<file path="config.mk">
export PLATFORM = sky130hd
export DESIGN_NAME = xfer_sequencer
export DESIGN_NICKNAME = d
export VERILOG_FILES = /design/src/rtl/xfer_sequencer.sv
export SDC_FILE = /design/constraint.sdc
export NUM_CORES = 1
export LEC_CHECK = 0
export BUFFER_PORTS_ARGS = -buffer_cell sky130_fd_sc_hd__buf_2
export CAP_MARGIN = 20
export CORE_MARGIN = 8
export CORE_UTILIZATION = 51
export CTS_BUF_LIST = sky130_fd_sc_hd__clkbuf_8 sky130_fd_sc_hd__clkbuf_16
export DETAILED_ROUTE_END_ITERATION = 10
export HOLD_SLACK_MARGIN = 0.08
export PLACE_DENSITY = 0.77
export SLEW_MARGIN = 20
export SYNTH_ARGS = -nofsm -noshare
export SYNTH_HDL_FRONTEND = slang
export SYNTH_SLANG_ARGS = --single-unit
</file>
<file path="constraint.sdc">
create_clock -name clk -period 2.2 [get_ports clk]
set_input_delay 0.33 -clock clk [delete_from_list [all_inputs] [get_ports clk]]
set_output_delay 0.33 -clock clk [all_outputs]
set_load 0.02 [all_outputs]
</file>
<file path="src/rtl/xfer_sequencer.sv">
// +--------------------------------------------------------------------------+
// | xfer_sequencer: strobe sequencer for a bank of register_xfer registers.  |
// | Rev 1.0                                                                  |
// +--------------------------------------------------------------------------+
`default_nettype none

module xfer_sequencer #(
  parameter int NREG        = 4,
  parameter int ADDR_CYCLES = 2
) (
  input  logic                      clk,
  input  logic                      reset,
  input  logic                      start,
  input  logic [$clog2(NREG)-1:0]   src,
  input  logic [$clog2(NREG)-1:0]   dst,
  input  logic [1:0]                mode,
  output logic [NREG-1:0]           assert_addr,
  output logic [NREG-1:0]           assert_xfer,
  output logic [NREG-1:0]           load_xfer,
  output logic [NREG-1:0]           assertlow_main,
  output logic [NREG-1:0]           asserthigh_main,
  output logic [NREG-1:0]           loadlow_main,
  output logic [NREG-1:0]           loadhigh_main,
  output logic                      busy,
  output logic                      done,
  output logic                      err
);

  localparam int IW = $clog2(NREG);
  localparam int CW = (ADDR_CYCLES > 1) ? $clog2(ADDR_CYCLES) : 1;

  localparam logic [3:0] S_IDLE     = 4'd0;
  localparam logic [3:0] S_SETUP_X  = 4'd1;
  localparam logic [3:0] S_STROBE_X = 4'd2;
  localparam logic [3:0] S_HOLD_X   = 4'd3;
  localparam logic [3:0] S_SETUP_L  = 4'd4;
  localparam logic [3:0] S_STROBE_L = 4'd5;
  localparam logic [3:0] S_HOLD_L   = 4'd6;
  localparam logic [3:0] S_SETUP_H  = 4'd7;
  localparam logic [3:0] S_STROBE_H = 4'd8;
  localparam logic [3:0] S_HOLD_H   = 4'd9;
  localparam logic [3:0] S_ADDR     = 4'd10;
  localparam logic [3:0] S_DONE     = 4'd11;
  localparam logic [3:0] S_ERR      = 4'd12;

  logic [3:0]      r_state;
  logic [IW-1:0]   r_src;
  logic [IW-1:0]   r_dst;
  logic [CW-1:0]   r_cnt;
  logic [NREG-1:0] r_assert_addr, r_assert_xfer, r_load_xfer;
  logic [NREG-1:0] r_assertlow_main, r_asserthigh_main, r_loadlow_main, r_loadhigh_main;
  logic            r_busy, r_done, r_err;

  logic [3:0]      w_next;
  logic [CW-1:0]   w_cnt_next;
  logic [IW-1:0]   w_src;
  logic [IW-1:0]   w_dst;
  logic [NREG-1:0] w_src_oh;
  logic [NREG-1:0] w_dst_oh;

  always_comb begin
    w_next     = r_state;
    w_cnt_next = r_cnt;
    case (r_state)
      S_IDLE: begin
        if (start) begin
          if (mode == 2'd3 || (mode != 2'd2 && src == dst)) begin
            w_next = S_ERR;
          end else if (mode == 2'd0) begin
            w_next = S_SETUP_X;
          end else if (mode == 2'd1) begin
            w_next = S_SETUP_L;
          end else begin
            w_next     = S_ADDR;
            w_cnt_next = CW'(ADDR_CYCLES - 1);
          end
        end
      end
      S_SETUP_X:  w_next = S_STROBE_X;
      S_STROBE_X: w_next = S_HOLD_X;
      S_HOLD_X:   w_next = S_DONE;
      S_SETUP_L:  w_next = S_STROBE_L;
      S_STROBE_L: w_next = S_HOLD_L;
      S_HOLD_L:   w_next = S_SETUP_H;
      S_SETUP_H:  w_next = S_STROBE_H;
      S_STROBE_H: w_next = S_HOLD_H;
      S_HOLD_H:   w_next = S_DONE;
      S_ADDR: begin
        if (r_cnt == '0) begin
          w_next = S_DONE;
        end else begin
          w_cnt_next = r_cnt - CW'(1);
        end
      end
      default:    w_next = S_IDLE;
    endcase
  end

  // Strobes are decoded from the next state so every output can be registered
  // without adding a cycle of latency; in IDLE the live command fields apply.
  assign w_src    = (r_state == S_IDLE) ? src : r_src;
  assign w_dst    = (r_state == S_IDLE) ? dst : r_dst;
  assign w_src_oh = NREG'(1) << w_src;
  assign w_dst_oh = NREG'(1) << w_dst;

  always_ff @(posedge clk) begin
    if (reset) begin
      r_state           <= S_IDLE;
      r_src             <= '0;
      r_dst             <= '0;
      r_cnt             <= '0;
      r_assert_addr     <= '1;
      r_assert_xfer     <= '1;
      r_load_xfer       <= '1;
      r_assertlow_main  <= '1;
      r_asserthigh_main <= '1;
      r_loadlow_main    <= '1;
      r_loadhigh_main   <= '1;
      r_busy            <= 1'b0;
      r_done            <= 1'b0;
      r_err             <= 1'b0;
    end else begin
      r_state <= w_next;
      r_cnt   <= w_cnt_next;
      if (r_state == S_IDLE) begin
        r_src <= src;
        r_dst <= dst;
      end
      r_assert_xfer     <= (w_next == S_SETUP_X || w_next == S_STROBE_X || w_next == S_HOLD_X)
                           ? ~w_src_oh : '1;
      r_load_xfer       <= (w_next == S_STROBE_X) ? ~w_dst_oh : '1;
      r_assertlow_main  <= (w_next == S_SETUP_L || w_next == S_STROBE_L || w_next == S_HOLD_L)
                           ? ~w_src_oh : '1;
      r_loadlow_main    <= (w_next == S_STROBE_L) ? ~w_dst_oh : '1;
      r_asserthigh_main <= (w_next == S_SETUP_H || w_next == S_STROBE_H || w_next == S_HOLD_H)
                           ? ~w_src_oh : '1;
      r_loadhigh_main   <= (w_next == S_STROBE_H) ? ~w_dst_oh : '1;
      r_assert_addr     <= (w_next == S_ADDR) ? ~w_src_oh : '1;
      r_busy            <= (w_next != S_IDLE);
      r_done            <= (w_next == S_DONE || w_next == S_ERR);
      r_err             <= (w_next == S_ERR);
    end
  end

  assign assert_addr     = r_assert_addr;
  assign assert_xfer     = r_assert_xfer;
  assign load_xfer       = r_load_xfer;
  assign assertlow_main  = r_assertlow_main;
  assign asserthigh_main = r_asserthigh_main;
  assign loadlow_main    = r_loadlow_main;
  assign loadhigh_main   = r_loadhigh_main;
  assign busy            = r_busy;
  assign done            = r_done;
  assign err             = r_err;

endmodule

`default_nettype wire

</file>
==> impl_metrics.py <==
metrics = {
    "outcome": {
        "status": "complete, no violations",
    },
    "cells_and_area": {
        "final_common_cell": "nand2_1",
        "fin_cells": 244,
        "syn2layout_area_growth_pct": 20.7,
        "nFillCells": 271,
        "register_area_um2": 801,
        "fin_nets": 219,
        "antenna-diode-count": 0,
        "drive_gt1_share_pct": 28.9,
        "mostFrequentLayoutCells": "45 x nand2_1, 40 x dfxtp_1, 39 x buf_2",
        "multi_input_area_um2": 729,
    },
    "floorplan": {
        "die_h_um": 71.5,
        "fp.dieW_um": 71.5,
        "ios": 40,
        "fp.coreArea_um2": 3000,
        "rows": 20,
        "initial_core_util_pct": 52.3,
        "die_area_um2": 5110,
    },
    "critical_path": {
        "reg2reg_setup_slack_ns": 0.23,
        "crit-reg2reg-launch": "r_state[3]",
        "critPathKind": "flop to flop",
        "required_ns": 2.37,
        "crit_arrival_ns": 2.14,
        "worstSetupEndpointType": "flop",
        "worst_r2r_path_depth": 5,
        "timing.rr.end": "assert_xfer[2]",
        "worstSetupStartpointType": "flop",
        "crit_path_max_fanout": 11,
    },
    "sta": {
        "final_max_slew_viol_count": 0,
        "finalSetupViolations": 0,
        "period_share_pct": 89.7,
        "tns_ns": 0,
        "skew_ns": 0.00491,
        "relSlewSlack_pct": 46.4,
        "final.min_clock_period_ns": 1.97,
        "worst_slew_pin_slew_ns": 0.791,
        "final-hold-violation-count": 0,
        "rsz0062_at_grt": "no",
        "setup_ws_ns": 0.227,
        "fmax_mhz": 507,
    },
    "yosys": {
        "synth_top_area_cell": "dfxtp_1",
        "synth_cells": 168,
        "yosys.area.top_type_share_pct": 51.0,
        "synth_nets": 177,
        "syn-cell-area_um2": 1570,
        "ys_warn_count": 0,
        "synth.avg_cell_area_um2": 9.35,
        "yosysUniqueCellTypes": 43,
        "yosysSeqAreaShare_pct": 51.0,
        "synth.area.top_cells": "dfxtp_1 51%, nand2_1 11%, nand3b_1 3.8%",
        "ys_ff_latch": 40,
    },
    "detailed_routing": {
        "drt_iter0_markers": 61,
        "vias": 1321,
        "detail_route.first_pass.iterations": 4,
        "ant_nets": 0,
        "post-route-drc-count": 0,
        "via_per_inst": 5.41,
        "routed_wl_mm": 3.56,
        "wl_per_cell_um": 14.6,
    },
    "clock_tree": {
        "cts_max_level": 2,
        "cts_hold_buf": 0,
        "worstSkewPairLatency_ns": 0.29,
        "cts_resized": 0,
        "cts_root_buffer": "clkbuf_8",
        "cts_buffers": 5,
        "clkTransAtPathRegs_ns": 0.07,
        "numClockSinks": 40,
        "max-clock-path-buffers": 2,
        "post_cts_buffers": 0,
        "cts_tree": "done",
    },
    "worst_hold_path": {
        "hold_depth": 3,
        "worst_hold_path.endpoint": "r_dst[1]",
        "worstHoldStart": "dst[1]",
        "min_path_type": "primary input to flop",
    },
    "placement": {
        "portBuffers": 39,
        "place_congestion": 0.903,
        "preCtsSetupSlack_ns": 0.223,
        "dp_hpwl_mm": 2.74,
        "place_inst": 236,
    },
    "grt": {
        "grt_overflow_total": 0,
        "antenna_found_initial": 0,
        "grt_max_degree": 14,
        "grt_pass1_vias": 1291,
        "grt_pass1_wl_mm": 5.96,
        "track_usage_pct": 14.7,
    },
    "power_and_ir_drop": {
        "power.density_nw_per_um2": 1260,
        "peakVddDrop_mv": 0.490,
        "power.leakage_uw": 0.000723,
    },
    "run": {
        "cap_violations": 0,
    },
}
state kept, by name (all words and copies together), names as in the netlist:
signal and flops:
r_cnt 1, done 1, assert_xfer 4, asserthigh_main 4, assert_addr 4, loadhigh_main 4, r_state 4, busy 1
loadlow_main 4, assertlow_main 4, load_xfer 4, err 1, r_src 2, r_dst 2
how the worst max path moves through the flow:
| stage | start | endpoint | slack [ns] | cells after the start |
|---|---|---|---|---|
| CTS | r_state[3] | assert_xfer[2] | 0.21 | 5 |
| global placement | mode[1] | assert_xfer[0] | 0.27 | 6 |
| detailed placement | mode[1] | assert_xfer[2] | 0.22 | 6 |
| finish | r_state[3] | assert_xfer[2] | 0.23 | 5 |
| floorplan | r_state[0] | assert_xfer[0] | 0.50 | 6 |
| global route | r_state[3] | assert_xfer[1] | 0.09 | 5 |
power by group:
part | internal [µW] | switching (µW) | leakage (µW) | total, µW
clock | 332 | 238 | 0.0000593 | 569
combinational | 326 | 577 | 0.000337 | 903
sequential | 826 | 96.1 | 0.000326 | 923
total | 1480 | 911 | 0.000723 | 2400
metrics by stage:
step | utilization (%) | hold slack, ns | area (µm²) | total power (µW)
global route | 63.2 | 0.341 | 1900 | 2550
finish | 63.2 | 0.328 | 1900 | 2400
detailed placement | 59.6 | 0.492 | 1790 | 1840
CTS | 63.2 | 0.322 | 1900 | 2410
global placement | 59.6 | 0.481 | 1790 | 1820
floorplan | - | 0.448 | 1570 | 1630
routing by layer:
| layer | wire (µm) | global-route usage, % |
|---|---|---|
| met1 | 1440 | 14.3 |
| met2 | 1790 | 26.7 |
| met3 | 250 | 5.58 |
| met4 | 74 | 6.80 |
| met5 | 0 | 0 |
area by class of cell:
cell class | instances | share of cell area (%)
Timing Repair Buffer | 42 | 11.5
Clock buffer | 5 | 3.63
Clock inverter | 3 | 2.04
Tap cell | 33 | 2.18
Multi-Input combinational cell | 121 | 38.5
Sequential cell | 40 | 42.2
cell usage after synthesis:
master     number
nand3b_1        8
o32ai_1         1
nor3b_1         1
mux2_2          1
nor2_1          9
a21oi_1         7
nor4_2          1
nor2_2          1
clkbuf_1        2
a32oi_1         1
o311ai_1        1
nand2_2         1
nor3_2          3
o21bai_1        1
xnor2_1         3
o221ai_1        1
a211oi_2        1
o31ai_1         2
nor3_1          3
o21a_1          2
nand4bb_1       2
a211o_1         1
buf_6           1
buf_2           3
o211a_1         1
nand2_1        45
a22oi_1         1
nand3_1         5
or3_1           2
or3b_1          1
a32o_1          1
nor2b_1         1
dfxtp_1        40
o311a_1         1
or3_4           1
a2111oi_4       1
o2111ai_1       1
a21boi_1        1
nand2b_1        3
or2_4           1
o21ai_1         3
o22ai_2         1
buf_4           1
kinds of logic (layout without fill, tap and decap cells):
| logic type | Yosys count | after routing | synth area share (%) |
|---|---|---|---|
| and+or+nand+nor | 88 | 88 | 28.9 |
| DFF | 40 | 40 | 51.0 |
| AOI/OAI and AO/OA | 29 | 29 | 15.1 |
| buffers and inverters | 7 | 50 | 2.63 |
| xor gates and xnor gates | 3 | 3 | 1.67 |
| muxes | 1 | 1 | 0.717 |
critical path: stages (launching register included):
cell       delay (ns)
dfxtp_1          0.41
or3b_1           0.46
a2111oi_4        0.41
nor2_2           0.10
a211oi_2         0.37
nand2_1          0.10
Note: power is estimated with default switching activity, not from simulation.
